--- config.mk ---
export PLATFORM = sky130hd
export DESIGN_NAME = rx_frame_ctrl
export DESIGN_NICKNAME = d
export VERILOG_FILES = /design/src/rtl/rx_pkg.sv /design/src/rtl/start_bit_det.sv /design/src/rtl/rx_frame_ctrl.sv
export SDC_FILE = /design/constraint.sdc
export NUM_CORES = 1
export LEC_CHECK = 0
export CORE_UTILIZATION = 37
export DETAILED_ROUTE_END_ITERATION = 12
export SYNTH_ARGS = -nofsm -noshare
export SYNTH_HDL_FRONTEND = slang
export SYNTH_SLANG_ARGS = --single-unit
--- constraint.sdc ---
create_clock -name clk -period 2.8 [get_ports clk]
set_input_delay 0.28 -clock clk [delete_from_list [all_inputs] [get_ports clk]]
set_output_delay 0.28 -clock clk [all_outputs]
set_load 0.1 [all_outputs]
--- src/rtl/rx_pkg.sv ---
// ============================================================================
// Package    : rx_pkg
// Description: Shared types and constants for the UART receive framing stage.
// Revision   : 1.0
// ============================================================================
`default_nettype none

package rx_pkg;

    localparam int SR_BITS  = 9;
    localparam int MAX_DATA = 8;
    localparam int MIN_DATA = 5;

    typedef enum logic [2:0] {
        IDLE  = 3'd0,
        RECV  = 3'd1,
        CHECK = 3'd2,
        LOAD  = 3'd3,
        FERR  = 3'd4
    } rx_state_t;

    // Right-shift that right-justifies a short word; illegal sizes extract as 8 bits.
    function automatic logic [3:0] extract_shift(input logic [3:0] data_size);
        if (data_size >= 4'(MIN_DATA) && data_size <= 4'(MAX_DATA))
            return 4'(MAX_DATA) - data_size;
        return 4'd0;
    endfunction

endpackage

`default_nettype wire

--- src/rtl/start_bit_det.sv ---
// ============================================================================
// Module     : start_bit_det
// Description: serial_in synchroniser plus falling-edge (start) detector.
// Revision   : 1.0
// ============================================================================
`default_nettype none

module start_bit_det #(
    parameter int SYNC_STAGES = 2
) (
    input  logic clk,
    input  logic n_rst,
    input  logic i_serial,
    output logic o_sync,
    output logic o_start
);

    logic [SYNC_STAGES-1:0] r_sync;
    logic                   r_prev;

    always_ff @(posedge clk or negedge n_rst) begin
        if (!n_rst) begin
            r_sync <= '1;
            r_prev <= 1'b1;
        end else begin
            r_sync <= {r_sync[SYNC_STAGES-2:0], i_serial};
            r_prev <= r_sync[SYNC_STAGES-1];
        end
    end

    assign o_sync  = r_sync[SYNC_STAGES-1];
    assign o_start = r_prev & ~r_sync[SYNC_STAGES-1];

endmodule

`default_nettype wire

--- src/rtl/rx_frame_ctrl.sv ---
// ============================================================================
// Module     : rx_frame_ctrl
// Description: UART receive framing: start detect, bit capture, frame check, flags.
// Revision   : 1.0
// ============================================================================
`default_nettype none

module rx_frame_ctrl
    import rx_pkg::*;
#(
    parameter int SYNC_STAGES = 2
) (
    input  logic       clk,
    input  logic       n_rst,
    input  logic       serial_in,
    input  logic [3:0] data_size,
    input  logic       shift_enable,
    input  logic       packet_done,
    input  logic       data_read,
    output logic       enable_timer,
    output logic [7:0] rx_data,
    output logic       data_ready,
    output logic       overrun_error,
    output logic       framing_error
);

    logic               w_s;
    logic               w_start;
    logic [3:0]         w_shamt;
    rx_state_t          r_state;
    logic [SR_BITS-1:0] r_sr;
    logic               r_enable_timer;
    logic [7:0]         r_rx_data;
    logic               r_data_ready;
    logic               r_overrun_error;
    logic               r_framing_error;

    start_bit_det #(
        .SYNC_STAGES(SYNC_STAGES)
    ) u_start_bit_det (
        .clk     (clk),
        .n_rst   (n_rst),
        .i_serial(serial_in),
        .o_sync  (w_s),
        .o_start (w_start)
    );

    assign w_shamt = extract_shift(data_size);

    always_ff @(posedge clk or negedge n_rst) begin
        if (!n_rst) begin
            r_state         <= IDLE;
            r_sr            <= '1;
            r_enable_timer  <= 1'b0;
            r_rx_data       <= 8'h00;
            r_data_ready    <= 1'b0;
            r_overrun_error <= 1'b0;
            r_framing_error <= 1'b0;
        end else begin
            // A read clears the flags everywhere; LOAD below overrides it.
            if (data_read) begin
                r_data_ready    <= 1'b0;
                r_overrun_error <= 1'b0;
            end

            case (r_state)
                IDLE: begin
                    if (w_start) begin
                        r_state         <= RECV;
                        r_enable_timer  <= 1'b1;
                        r_framing_error <= 1'b0;
                        r_sr            <= '1;
                    end
                end
                RECV: begin
                    if (shift_enable)
                        r_sr <= {w_s, r_sr[SR_BITS-1:1]};
                    if (packet_done) begin
                        r_state        <= CHECK;
                        r_enable_timer <= 1'b0;
                    end
                end
                CHECK: begin
                    r_state <= r_sr[SR_BITS-1] ? LOAD : FERR;
                end
                LOAD: begin
                    r_rx_data    <= r_sr[MAX_DATA-1:0] >> w_shamt;
                    r_data_ready <= 1'b1;
                    if (r_data_ready && !data_read)
                        r_overrun_error <= 1'b1;
                    r_state <= IDLE;
                end
                FERR: begin
                    r_framing_error <= 1'b1;
                    r_state         <= IDLE;
                end
                default: begin
                    r_state        <= IDLE;
                    r_enable_timer <= 1'b0;
                end
            endcase
        end
    end

    assign enable_timer  = r_enable_timer;
    assign rx_data       = r_rx_data;
    assign data_ready    = r_data_ready;
    assign overrun_error = r_overrun_error;
    assign framing_error = r_framing_error;

endmodule

`default_nettype wire

==> results of run 1 <==
sequential cells by signal (all words and copies together) (netlist names):
name and flops:
u_start_bit_det.r_prev 1, data_ready 1, r_sr 9, r_state 3
overrun_error 1, enable_timer 1, rx_data 8, framing_error 1
u_start_bit_det.r_sync 2
logic make-up after synthesis:
logic type	share of synthesized area, %
AND/OR/NAND/NOR	23.1
buffers and inverters	5.76
multiplexers	1.30
AO/OA/AOI/OAI	22.6
adder cells (fa/ha/maj)	2.44
flip-flops	44.8
final timing paths:
kind                                                start                        end  depth (start not counted)
worst max register to register                 r_state[1]                 rx_data[1]                          5
min in group clk                u_start_bit_det.r_sync[0]  u_start_bit_det.r_sync[1]                          0
max in group asynchronous                           n_rst                    r_sr[5]                          2
worst min-delay path                                n_rst              overrun_error                          1
worst max-delay path                         data_size[0]                 rx_data[0]                          8
worst min register to register  u_start_bit_det.r_sync[0]  u_start_bit_det.r_sync[1]                          0
worst max-delay path, cell delays in order:
cell	delay (ns)
clkdlybuf4s50_1	0.47
buf_4	0.22
ha_1	0.16
nand2b_1	0.17
nand4_1	0.20
and3_1	0.31
o2111a_1	0.18
a221o_1	0.25
final cells by class:
| type | count | share of cell area, % |
|---|---|---|
| Timing Repair Buffer | 23 | 10.9 |
| Clock inverter | 1 | 0.280 |
| Sequential cell | 27 | 38.7 |
| Inverter | 8 | 1.68 |
| Clock buffer | 3 | 2.31 |
| Tap cell | 50 | 3.50 |
| Multi-Input combinational cell | 127 | 42.6 |
layer usage:
| metal | vias up | GRT usage, % |
|---|---|---|
| li1 | 647 | - |
| met1 | 619 | 22.2 |
| met2 | 32 | 27.3 |
| met3 | 2 | 2.23 |
| met4 | 0 | 4.79 |
| met5 | - | 0 |
cells in the final DEF (no fill, tap or decap), types with 2 or more instances in the layout:
master	netlist	routed
nand2_1	24	24
nor2_1	17	17
dfrtp_1	15	15
buf_4	0	14
o21ai_0	13	13
dfstp_2	12	12
a21oi_1	10	10
clkdlybuf4s50_1	0	9
inv_1	8	8
nor3_1	7	7
nand2b_1	5	5
nand3_1	5	5
a31oi_1	3	3
nand3b_1	3	3
o31ai_1	3	3
ha_1	3	3
clkbuf_8	0	3
nor3b_1	2	2
nand4_1	2	2
and3_1	2	2
a221o_1	2	2
nor4b_1	2	2
a32o_1	2	2
mux2i_1	2	2
a21o_1	2	2
o211ai_1	2	2
power by group:
| group | internal (µW) | switching, µW |
|---|---|---|
| logic | 272 | 765 |
| clock network | 99.6 | 119 |
| registers | 568 | 156 |
| total | 941 | 1040 |
metrics by stage:
step                setup slack [ns]  power [µW]
floorplan                      0.827        1540
global placement               0.445        1770
detailed placement             0.424        1770
CTS                            0.702        2000
global route                   0.487        2100
finish                         0.705        1980
==> results_dict.tcl, run 1 <==
set metrics [dict create \
    irDropWorstVdd_v 0.000874 \
    slew_headroom_pct 67.5 \
    hold-worst-slack_ns 0.316 \
    skew_ns 0.00662 \
    synth.largest_area_cell "dfrtp_1" \
    status "complete, no violations" \
    ctsLongestPathBuffers 2 \
    topRoutingLayerUsed "met4" \
    grt_overflow 0 \
    hold_path_class "in -> async" \
    synth_edf_count 0 \
    wl_per_cell_um 14.3 \
    synthCells 174 \
    area_growth_pct 15.9 \
    ys_top_cells_by_count "nand2_1 (24), nor2_1 (17), dfrtp_1 (15)" \
    powerDensity_nw_per_um2 1110 \
    hold_viol 0 \
    dr.pass1.iters 4 \
    multi_input_area_um2 762 \
    synth_area_per_cell_um2 8.86 \
    core_um2 4000 \
    yosysWarnings 0 \
    clk_latency_ns 0.27 \
    yosys-top-cells-area "dfrtp_1 (24%), dfstp_2 (20%), nand2_1 (5.8%), o21ai_0 (4.2%), nor2_1 (4.1%)" \
    gp_congestion 0.825 \
    path_clk_slew_ns 0.09 \
    grt_start_max_net_pins 20 \
    clock.fmax_mhz 477 \
    drive_gt1_share_pct 19.6 \
    worst-setup-path-type "in -> reg" \
    regArea_um2 691 \
    die_x_um 66.5 \
    post_cts_resized 0 \
    instances_no_fill 239 \
    synth_cell_types 42 \
    dp.cells 235 \
    met1_length_mm 1.64 \
    synth-seq-cells 27 \
    final_nets 203 \
    drv_slew 0 \
    cts_setup_buffers 0 \
    drv_cap 0 \
    worst_pin_slew_ns 0.486 \
    dr_wl_met3_um 151 \
    r2r_setup_slack_ns 1.04 \
    crit_path_end_kind "register" \
    initial_core_util_pct 38.5 \
    insertedDiodeCount 0 \
    synth_area_um2 1540 \
    clock_sinks 27 \
    wirelength_mm 3.42 \
    finalSetupViolations 0 \
    p_leak_uw 0.000784 \
    place_area_um2 1740 \
    first_global_vias 1200 \
    port_buffers 21 \
    synth_nets 187 \
    period_share_pct 74.8 \
    placementRows 23 \
    vias_per_cell 5.44 \
    final_area_um2 1790 \
    die_area_um2 4430 \
    drt_iter0_markers 97 \
    yosysMostFrequentCell "nand2_1" \
    root_buffer "clkbuf_8" \
    grt.total_usage_pct 16.5 \
    nFillCells 378 \
    synth_seq_area_share_pct 44.8 \
    synthArstFlopShare_pct 100 \
    ant_nets 0 \
    met2_length_mm 1.61 \
    cts_buffers 3 \
    die_height_um 66.5 \
    cts_tree "built" \
    dp_hpwl_mm 2.50 \
    drc 0 \
    h-tree-depth 1 \
    grt_pass1_wl_mm 5.53 \
    fin_tns_setup_ns 0 \
    cts_hold_buf 0 \
    antenna_found_initial 0 \
    crit_required_ns 2.96 \
    grt_setup_unrepaired "false" \
    cp-start-kind "input pin" \
    period_needed_ns 2.09 \
    io_pins 22 \
    dr_total_vias 1300 \
    final_core_util_pct 44.7 \
    yosysTopAreaCellShare_pct 24.4 \
    path_max_fanout 19 \
    synthFlopType "dfrtp_1" \
    worstPathArrival_ns 2.26 \
]
No activity file was read; power rests on OpenSTA's default activity.
==> run 2: changes to the inputs <==
clock period = 2.1 ns   (was 2.8 ns; I/O delays follow)
==> run 2 against run 1 <==
  * Non-clock buffer count is 15 higher
  * Final area increased by 6.9%
  * Clock power is 34% higher
  * Core utilization is 3.1 points higher
  * Combinational power increased by 39%
  * Worst hold slack worse by 0.046 ns
  * Critical path type unchanged
==> results_dict.tcl, run 2 (same netlist as run 1, synthesis figures left out) <==
set metrics [dict create \
    area_growth_pct 23.9 \
    grt.total_usage_pct 18.9 \
    wirelength_mm 3.68 \
    clk_latency_ns 0.27 \
    ctsLongestPathBuffers 2 \
    finalSetupViolations 0 \
    p_switching_uw 1400 \
    grt_setup_unrepaired "false" \
    core_um2 4000 \
    post_cts_resized 0 \
    worst-setup-path-type "in -> reg" \
    r2r_setup_slack_ns 0.33 \
    cts_buffers 3 \
    pwr-share-clk_pct 10.9 \
    dp.cells 250 \
    worst_pin_slew_ns 0.517 \
    grt_start_max_net_pins 19 \
    crit_required_ns 2.26 \
    cp-start-kind "input pin" \
    die_height_um 66.5 \
    cts_tree "built" \
    combPwrFrac_pct 53.8 \
    vias_per_cell 5.40 \
    final_common_cell "buf_4" \
    path_max_fanout 15 \
    h-tree-depth 1 \
    crit_start "data_size[0]" \
    clock_sinks 27 \
    final_nets 218 \
    p_leak_uw 0.000860 \
    drv_slew 0 \
    dr_total_vias 1371 \
    wl_per_cell_um 14.5 \
    drc 0 \
    port_buffers 21 \
    die_x_um 66.5 \
    top_register "r_sr" \
    initial_core_util_pct 38.5 \
    io_pins 22 \
    gp_congestion 0.855 \
    insertedDiodeCount 0 \
    crit_path_end_kind "register" \
    period_share_pct 91.0 \
    cts_hold_buf 0 \
    instances_no_fill 254 \
    hold_viol 0 \
    reg2reg_depth 5 \
    period_needed_ns 1.91 \
    cts_setup_buffers 0 \
    layout_common_cells "buf_4 (28), nand2_1 (24), nor2_1 (17)" \
    clock.fmax_mhz 523 \
    r2r-start "r_state[1]" \
    irDropWorstVdd_v 0.000851 \
    r2r_end "rx_data[1]" \
    power_uw 2700 \
    grt_pass1_wl_mm 6.33 \
    powerDensity_nw_per_um2 1410 \
    root_buffer "clkbuf_8" \
    skew_ns 0.00430 \
    drt_iter0_markers 75 \
    hold_path_class "in -> async" \
    switching_share_pct 51.9 \
    drv_cap 0 \
    dr.pass1.iters 4 \
    slew_headroom_pct 65.4 \
    p_int_uw 1300 \
    seqPwrFrac_pct 35.4 \
    drive_gt1_share_pct 25.0 \
    ant_nets 0 \
    worstPathArrival_ns 2.07 \
    first_global_vias 1367 \
    grt_overflow 0 \
    status "complete, no violations" \
    antenna_found_initial 0 \
    largest_reg_flops 9 \
    die_area_um2 4430 \
    dp_hpwl_mm 2.84 \
    path_clk_slew_ns 0.09 \
    placementRows 23 \
]
-- run 2: layout make-up --
type / instances / area (µm²)
sequential: 27 / 691
multi-input combinational: 127 / 762
timing repair buffer: 38 / 320
clock buffer: 4 / 45.0
fill: 400 / 2090
inverter: 8 / 30.0
tap: 50 / 62.6
-- run 2: worst max path at each step --
| stage | to | slack (ns) |
|---|---|---|
| finish | rx_data[0] | 0.19 |
| global route | rx_data[0] | 0.09 |
| global placement | rx_data[1] | -0.04 |
| floorplan | rx_data[0] | 0.20 |
| CTS | rx_data[0] | 0.21 |
| detailed placement | rx_data[0] | -0.08 |
-- run 2: per-layer routing --
metal	GRT usage [%]	wire, µm	vias up
li1	-	-	675
met4	7.18	69	0
met1	23.3	1630	653
met3	3.08	150	7
met5	0	0	-
met2	32.7	1820	36
-- run 2: per-stage QoR --
stage | utilization [%] | setup WS [ns] | hold slack (ns) | setup TNS (ns) | instance area [µm²]
global route | 47.8 | 0.0937 | 0.297 | 0 | 1910
floorplan | - | 0.197 | -0.0856 | 0 | 1540
detailed placement | 46.6 | -0.0813 | 0.355 | -0.307 | 1870
CTS | 47.8 | 0.206 | 0.286 | 0 | 1910
global placement | 46.6 | -0.0376 | 0.348 | -0.107 | 1870
finish | 47.8 | 0.189 | 0.271 | 0 | 1910
-- run 2: critical path: stages --
cell and delay [ns]:
clkdlybuf4s50_1 0.48, inv_1 0.08, ha_1 0.21, and3b_2 0.25, a31o_4 0.28, o21ai_0 0.13, a21oi_1 0.13, a221o_1 0.30
-- run 2: power by group through the flow --
stage / Combinational (µW) / Clock [µW] / Sequential (µW)
3_3_place_gp: 1440 / 0 / 954
6_report: 1450 / 293 / 954
5_1_grt: 1550 / 327 / 987
4_1_cts: 1460 / 305 / 955
2_1_floorplan: 502 / 0 / 1550
3_5_place_dp: 1460 / 0 / 965
